**src/rtl/uart_cfg.sv**
```systemverilog
// uart_cfg: parametrised full-duplex UART (baud divisor, 5..8 data bits, parity, stop bits).
// TX and RX run independently; RX reports parity, framing and overrun per completed frame.
module uart_cfg #(
    parameter int BAUD_DIV  = 434,
    parameter int DATA_BITS = 8,
    parameter int PARITY    = 0,
    parameter int STOP_BITS = 1
) (
    input  logic                 clk,
    input  logic                 rst_n,
    input  logic                 trmt,
    input  logic [DATA_BITS-1:0] tx_data,
    output logic                 TX,
    output logic                 tx_busy,
    output logic                 tx_done,
    input  logic                 RX,
    output logic [DATA_BITS-1:0] rx_data,
    output logic                 rx_rdy,
    input  logic                 clr_rx_rdy,
    output logic                 rx_perr,
    output logic                 rx_ferr,
    output logic                 rx_ovr
);
    localparam int CW    = $clog2(BAUD_DIV);
    localparam int PB    = (PARITY != 0) ? 1 : 0;
    localparam int FRAME = 1 + DATA_BITS + PB + STOP_BITS;
    localparam int BW    = $clog2(FRAME);
    localparam int RBW   = $clog2(DATA_BITS);
    localparam logic [CW-1:0] BIT_END  = CW'(BAUD_DIV - 1);
    localparam logic [CW-1:0] HALF_END = CW'(BAUD_DIV / 2 - 1);

    function automatic logic par_of(input logic [DATA_BITS-1:0] d);
        return (PARITY == 2) ? ~^d : ^d;
    endfunction

    typedef enum logic {TX_IDLE, TX_SEND} tx_state_t;
    typedef enum logic [2:0] {RX_IDLE, RX_START, RX_DATA, RX_PAR, RX_STOP} rx_state_t;

    tx_state_t        tx_state;
    logic [CW-1:0]    tx_cnt;
    logic [BW-1:0]    tx_bit;
    logic [FRAME-2:0] tx_frame;
    logic [FRAME-2:0] tx_shift;
    logic             tx_tick, tx_last, tx_load;

    // Everything after the start bit: data LSB first, optional parity, stop bits as 1s.
    always_comb begin
        tx_frame = '1;
        tx_frame[DATA_BITS-1:0] = tx_data;
        if (PARITY != 0) tx_frame[DATA_BITS] = par_of(tx_data);
    end

    assign tx_tick = (tx_state == TX_SEND) && (tx_cnt == BIT_END);
    assign tx_last = tx_tick && (tx_bit == BW'(FRAME - 1));
    assign tx_load = trmt && ((tx_state == TX_IDLE) || tx_last);

    always_ff @(posedge clk or negedge rst_n) begin
        if (!rst_n) begin
            tx_state <= TX_IDLE;
            tx_cnt   <= '0;
            tx_bit   <= '0;
            tx_shift <= '1;
            TX       <= 1'b1;
            tx_busy  <= 1'b0;
            tx_done  <= 1'b0;
        end else if (tx_load) begin
            tx_state <= TX_SEND;
            tx_cnt   <= '0;
            tx_bit   <= '0;
            tx_shift <= tx_frame;
            TX       <= 1'b0;
            tx_busy  <= 1'b1;
            tx_done  <= 1'b0;
        end else if (tx_last) begin
            tx_state <= TX_IDLE;
            tx_cnt   <= '0;
            TX       <= 1'b1;
            tx_busy  <= 1'b0;
            tx_done  <= 1'b1;
        end else if (tx_tick) begin
            tx_cnt   <= '0;
            tx_bit   <= tx_bit + BW'(1);
            TX       <= tx_shift[0];
            tx_shift <= {1'b1, tx_shift[FRAME-2:1]};
        end else if (tx_state == TX_SEND) begin
            tx_cnt <= tx_cnt + CW'(1);
        end
    end

    rx_state_t            rx_state;
    logic                 rx_s1, rx_s2, rx_armed, rx_par;
    logic [CW-1:0]        rx_cnt;
    logic [RBW-1:0]       rx_bit;
    logic [DATA_BITS-1:0] rx_shift;
    logic                 rx_tick;

    always_ff @(posedge clk or negedge rst_n) begin
        if (!rst_n) begin
            rx_s1 <= 1'b1;
            rx_s2 <= 1'b1;
        end else begin
            rx_s1 <= RX;
            rx_s2 <= rx_s1;
        end
    end

    assign rx_tick = (rx_cnt == BIT_END);

    always_ff @(posedge clk or negedge rst_n) begin
        if (!rst_n) begin
            rx_state <= RX_IDLE;
            rx_cnt   <= '0;
            rx_bit   <= '0;
            rx_shift <= '0;
            rx_armed <= 1'b1;
            rx_par   <= 1'b0;
            rx_data  <= '0;
            rx_rdy   <= 1'b0;
            rx_perr  <= 1'b0;
            rx_ferr  <= 1'b0;
            rx_ovr   <= 1'b0;
        end else begin
            if (clr_rx_rdy) begin
                rx_rdy <= 1'b0;
                rx_ovr <= 1'b0;
            end
            case (rx_state)
                RX_IDLE: begin
                    rx_cnt <= '0;
                    // after a break the line must go idle before the next start counts
                    if (rx_s2) rx_armed <= 1'b1;
                    else if (rx_armed) rx_state <= RX_START;
                end
                RX_START: begin
                    if (rx_cnt == HALF_END) begin
                        rx_cnt   <= '0;
                        rx_bit   <= '0;
                        rx_state <= rx_s2 ? RX_IDLE : RX_DATA;
                    end else rx_cnt <= rx_cnt + CW'(1);
                end
                RX_DATA: begin
                    if (rx_tick) begin
                        rx_cnt   <= '0;
                        rx_shift <= {rx_s2, rx_shift[DATA_BITS-1:1]};
                        rx_bit   <= rx_bit + RBW'(1);
                        if (rx_bit == RBW'(DATA_BITS - 1))
                            rx_state <= (PARITY != 0) ? RX_PAR : RX_STOP;
                    end else rx_cnt <= rx_cnt + CW'(1);
                end
                RX_PAR: begin
                    if (rx_tick) begin
                        rx_cnt   <= '0;
                        rx_par   <= rx_s2;
                        rx_state <= RX_STOP;
                    end else rx_cnt <= rx_cnt + CW'(1);
                end
                RX_STOP: begin
                    if (rx_tick) begin
                        rx_cnt   <= '0;
                        rx_state <= RX_IDLE;
                        rx_armed <= rx_s2;
                        rx_data  <= rx_shift;
                        rx_ferr  <= ~rx_s2;
                        rx_perr  <= (PARITY != 0) && (rx_par != par_of(rx_shift));
                        rx_rdy   <= 1'b1;
                        rx_ovr   <= !clr_rx_rdy && (rx_ovr || rx_rdy);
                    end else rx_cnt <= rx_cnt + CW'(1);
                end
                default: rx_state <= RX_IDLE;
            endcase
        end
    end
endmodule

```
**config.mk**
```make
export PLATFORM = sky130hd
export DESIGN_NAME = uart_cfg
export DESIGN_NICKNAME = d
export VERILOG_FILES = /design/src/rtl/uart_cfg.sv
export SDC_FILE = /design/constraint.sdc
export NUM_CORES = 1
export LEC_CHECK = 0
export ABC_AREA = 1
export BUFFER_PORTS_ARGS = -buffer_cell sky130_fd_sc_hd__buf_2
export CORE_ASPECT_RATIO = 0.6
export CORE_UTILIZATION = 51
export DETAILED_ROUTE_END_ITERATION = 10
export PLACE_DENSITY = 0.7
export SETUP_SLACK_MARGIN = 0.1
export SLEW_MARGIN = 15
export SYNTH_ARGS = -nofsm -noshare
export SYNTH_HDL_FRONTEND = slang
export SYNTH_SLANG_ARGS = --single-unit
```
**constraint.sdc**
```tcl
create_clock -name clk -period 3.9 [get_ports clk]
set_input_delay 0.585 -clock clk [delete_from_list [all_inputs] [get_ports clk]]
set_output_delay 0.585 -clock clk [all_outputs]
set_load 0.03 [all_outputs]
```
# Word-level counts from Yosys, hierarchy flattened
# Cells that the tools add are included.
# Widths: inputs -> output; s select.
[word_totals] reg_bits=62 elab_cells=104
[op_classes] n_addsub=4 eq_ne=18 n_mux=41 bitwise=2 reduce_logical=22
[op_table] cell="$mux 9" count=9
[op_table] cell="$mux 3" count=9
[op_table] cell="$pmux 9 s3" count=1
[op_table] cell="$add 9x1->9 const B" count=2
[op_table] cell="$eq 9x9->1 const B" count=2
[op_table] cell="$ne 2x2->1 const B" count=8
[op_table] cell="$mux 1" count=15
[op_table] cell="$pmux 3 s5" count=1
[op_table] cell="$mux 4" count=3
[op_table] cell="$eq 9x8->1 const B" count=1
[op_table] cell="$reduce_bool 2->1" count=4
[op_table] cell="$reduce_and 7->1" count=1
[op_table] cell="$eq 3x2->1 const B" count=2
[op_table] cell="$eq 3x3->1 const B" count=2
[op_table] cell="$pmux 3 s2" count=1
[op_table] cell="$reduce_and 2->1" count=3
[op_table] cell="$reduce_and 3->1" count=2
[op_table] cell="$reduce_bool 3->1" count=2
[op_table] cell="$add 4x1->4 const B" count=1
[op_table] cell="$eq 4x4->1 const B" count=1
[op_table] cell="$logic_and 1x1->1" count=4
[op_table] cell="$reduce_bool 4->1" count=1
[op_table] cell="$add 3x1->3 const B" count=1
[op_table] cell="$eq 3x1->1 const B" count=1
[op_table] cell="8 further kinds" count=10

# Longest topological paths before layout
[depth] depth_word=7 depth_mapped=12 depth_no_buf=12

# Worst setup path after synthesis
# OpenSTA, ideal clock, no wires.
[synth_path] path_kind="reg-to-reg" start="register tx_cnt[1]" end="register tx_bit[3]" setup_time_ps=120 arrival_ps=1391 setup_slack_ps=2389 path_stages_with_launch=13 n_path_buf=1 synth_period_minus_slack_ps=1511 cell_sequence="dfrtp_1 inv_1 ha_1 nand2_1 inv_1 nand2_1 nor2_1 nand3_1 nand2_2 nand2_4 clkbuf_8 o21ai_0 nor2_1"
[synth_between] elab_chain_cells=7
[synth_lines] element="start, declared" line_no="40" text="logic [CW-1:0] tx_cnt;"
[synth_lines] element="start signal, assigned" line_no="86" text="tx_cnt <= tx_cnt + CW'(1);"
[synth_lines] element="$eq 9x9->1 (*)" line_no="53" text="assign tx_tick = (tx_state == TX_SEND) && (tx_cnt == BIT_END);"
[synth_lines] element="$logic_and 1x1->1 (*)" line_no="53"
[synth_lines] element="$logic_and 1x1->1" line_no="54" text="assign tx_last = tx_tick && (tx_bit == BW'(FRAME - 1));"
[synth_lines] element="$logic_or 1x1->1" line_no="55" text="assign tx_load = trmt && ((tx_state == TX_IDLE) || tx_last);"
[synth_lines] element="$logic_and 1x1->1" line_no="55"
[synth_lines] element="$ne 2x1->1 (no source line) / $reduce_bool 2->1 (equally long branches)"
[synth_lines] element="$reduce_and 2->1 (no source line)"
[synth_lines] element="end signal, assigned" line_no="82" text="tx_bit <= tx_bit + BW'(1);"
[synth_lines] element="end, declared" line_no="41" text="logic [BW-1:0] tx_bit;"
# Mark *: on every way between the ends. The rest lies on a longest branch, timed or not.
# A chain may end at the register's enable or synchronous reset.

# Worst setup path in the final report
[layout_path] start="register rx_cnt[1]" end="register rx_bit[0]"
[layout_between] elab_chain_cells=3
[layout_lines] element="start, declared" line_no="92" text="logic [CW-1:0] rx_cnt;"
[layout_lines] element="start signal, assigned" line_no="139" text="end else rx_cnt <= rx_cnt + CW'(1);"
[layout_lines] element="start signal, assigned" line_no="148" text="end else rx_cnt <= rx_cnt + CW'(1);"
[layout_lines] element="start signal, assigned" line_no="155" text="end else rx_cnt <= rx_cnt + CW'(1);"
[layout_lines] element="$eq 9x8->1 / $eq 9x9->1 (equally long branches)" line_no="135, 107"
[layout_lines] element="$ne 2x2->1 (no source line)"
[layout_lines] element="$reduce_and 3->1 (no source line) (*)"
[layout_lines] element="end signal, assigned" line_no="145" text="rx_bit <= rx_bit + RBW'(1);"
[layout_lines] element="end, declared" line_no="93" text="logic [RBW-1:0] rx_bit;"
# Marked as above.

==> impl_metrics.py <==
metrics = {
    "yosys": {
        "async_flop_share_pct": 100,
        "synthMuxAreaShare_pct": 0,
        "synth_cell_types": 38,
        "synth_area_per_cell_um2": 8.45,
        "ys_ff_latch": 61,
        "synth-compound-area-share_pct": 10.3,
        "netlist_area_um2": 3060,
        "synth_top_cell_by_area": "dfrtp_1",
        "yosys_warnings": 0,
        "synthSimpleGateAreaFrac_pct": 24.6,
        "ys_seq_area_share_pct": 50.4,
        "synth_top_cell_area_share_pct": 40.1,
        "syn_inst": 362,
        "synth_nets": 384,
        "ys.flop_type": "dfrtp_1",
        "synth_top_family_by_area": "simple AND/OR/NAND/NOR gates",
        "synth_edf_count": 0,
        "synth-xor-area-share_pct": 2.00,
        "synth-adder-area-share_pct": 3.68,
        "synth_area_leaders": "dfrtp_1 40%, nand2_1 11%, dfstp_2 10%",
    },
    "critical_path": {
        "cp.required_ns": 4.09,
        "crit_path_cell_trace": "inv_1 -> ha_1 -> nand2_1 -> nor2_1 -> nand4_2 -> inv_1 -> nand2_1 -> nand3_1 -> o21ai_0",
        "critPathBufInv": 2,
        "path_delay_family": "simple AND/OR/NAND/NOR gates",
        "cp-end-kind": "register",
        "startpoint_type": "register",
        "worstReg2RegStart": "rx_cnt[1]",
        "startpoint": "rx_cnt[1]",
        "criticalPathCategory": "register to register",
        "crit_arrival_ns": 1.98,
        "crit_slowest_cell": "dfrtp_1",
        "cpPeakStageDelay_ns": 0.38,
        "critPathMaxFanout": 21,
    },
    "timing": {
        "drv_slew": 0,
        "fin_ws_ns": 2.12,
        "skew_ns": 0.00693,
        "period_needed_ns": 1.78,
        "setup-violations-final": 0,
        "max_freq_ghz": 0.560,
        "period_share_pct": 45.8,
        "worstMarginPinSlew_ns": 0.919,
        "rsz0062_at_grt": "no",
        "fin_setup_tns_ns": 0,
        "slew_headroom_pct": 38.8,
        "finalHoldViolCount": 0,
    },
    "floorplan": {
        "core_area_um2": 5680,
        "die_x_um": 102,
        "fp-row-count": 21,
        "die_h_um": 62.0,
        "io_pins": 28,
        "die-area_um2": 6320,
        "start_util_pct": 53.9,
    },
    "worst_hold_path": {
        "hp-class": "input port to register",
        "hold_start": "RX",
    },
    "drt": {
        "drt-initial-drc-count": 144,
        "first_pass_iters": 5,
        "vias": 2354,
        "final_antenna_net_count": 0,
        "vias_per_cell": 4.92,
        "drc": 0,
        "wire_per_inst_um": 11.7,
        "drt_wl_total_um": 5590,
    },
    "clock_network": {
        "post_cts_resized": 0,
        "numCtsBuffers": 9,
        "clock_sinks": 61,
        "clock_path_buffers": 2,
        "cts_max_level": 3,
        "post-cts-setup-buffers": 0,
        "hold_buffers": 0,
        "insertion_delay_ns": 0.34,
        "tritoncts": "built",
        "cts_root_buf": "clkbuf_8",
        "clk_pin_slew_worst_paths_ns": 0.07,
    },
    "placement": {
        "routabilityCongestion": 0.887,
        "port_buffers": 26,
        "pre_cts_slack_ns": 2.06,
        "dp_hpwl_um": 3970,
    },
    "global_routing": {
        "grtUsageMet1_pct": 29.3,
        "gr-usage-met2_pct": 28.5,
        "grt_pass1_wl_um": 9510,
        "busiest_layer": "met1",
        "grt-ovfl-total": 0,
        "track_usage_pct": 20.3,
        "antenna_found_initial": 0,
        "met3_usage_pct": 6.71,
        "first_global_vias": 2074,
        "grt_max_degree": 43,
    },
    "pwr": {
        "irDropWorstVdd_mv": 0.272,
        "power_density_nw_per_um2": 548,
        "p_leak_nw": 1.71,
        "power_mw": 1.88,
    },
    "run": {
        "max_cap_violations": 0,
    },
    "final_layout": {
        "syn2layout_area_growth_pct": 12.3,
        "nNetsFinal": 415,
        "drive_above_1_share_pct": 19.3,
        "final_cell_mix": "93 x nand2_1, 50 x inv_1, 49 x dfrtp_1, 33 x nand3_1",
        "num_antenna_cells": 0,
        "final_common_cell": "nand2_1",
    },
    "status": {
        "status": "complete, no violations",
    },
}
## power breakdown
group	leakage, nW	switching (mW)	internal (mW)	total [mW]
clock network	0.0971	0.255	0.300	0.556
logic	0.854	0.320	0.176	0.496
registers	0.763	0.0913	0.740	0.832
## worst paths after layout
kind                              to  slack, ns  depth (start not counted)
max                        rx_bit[0]       2.12                          9
min                            rx_s1       0.34                          1
max reg2reg                rx_bit[0]       2.12                          9
max in group asynchronous         TX       2.77                          2
min reg2reg                    rx_s2       0.36                          0
min in group asynchronous  rx_cnt[4]       0.37                          1
## synthesized netlist by cell type, types with 2 or more instances
master	instances
ha_1	9
nand2_4	3
dfrtp_1	49
buf_4	2
nor2_1	23
inv_1	50
nand2_1	93
o21ai_2	8
nor3_1	5
a21oi_1	12
o21ai_0	26
buf_2	2
nand2_2	3
nand3_1	33
a31oi_1	2
nand4_1	2
nand3b_1	2
dfstp_2	12
inv_2	2
xor2_1	6
## cells by family (layout without fill, tap and decap cells)
logic type               after synthesis  after routing
AND/OR/NAND/NOR                      169            169
buffers and inverters                 61             97
other                                  1              1
AO/OA/AOI/OAI                         54             54
adder cells (fa/ha/maj)                9              9
XOR/XNOR                               7              7
flip-flops                            61             61
## layout make-up
class	count	area, µm²
tap	80	100
timing repair buffer	28	145
clock inverter	6	72.6
inverter	53	204
sequential	61	1540
clock buffer	10	128
fill	527	2240
multi-input combinational	240	1240
## through the flow
stage | hold WS, ns | cell area, µm² | std cells | util, %
6_report | 0.343 | 3440 | 478 | 60.5
5_1_grt | 0.311 | 3440 | 478 | 60.5
2_1_floorplan | 0.289 | 3060 | 362 | -
3_5_place_dp | 0.348 | 3240 | 462 | 57.0
3_3_place_gp | 0.347 | 3240 | 462 | 57.0
4_1_cts | 0.323 | 3440 | 478 | 60.5
## routing by layer
metal	routed length (µm)	part of all wire, %
met3	317	5.7
met5	0	0
met1	2870	51
met2	2390	43
met4	19	0.34
## registers in the layout, indices dropped and copies added (netlist names), 3 cells and up
signal / cells
tx_bit: 4
rx_data: 8
tx_shift: 8
rx_bit: 3
tx_cnt: 9
rx_state: 3
rx_cnt: 9
rx_shift: 8
Power figures use the tool's default switching activity.
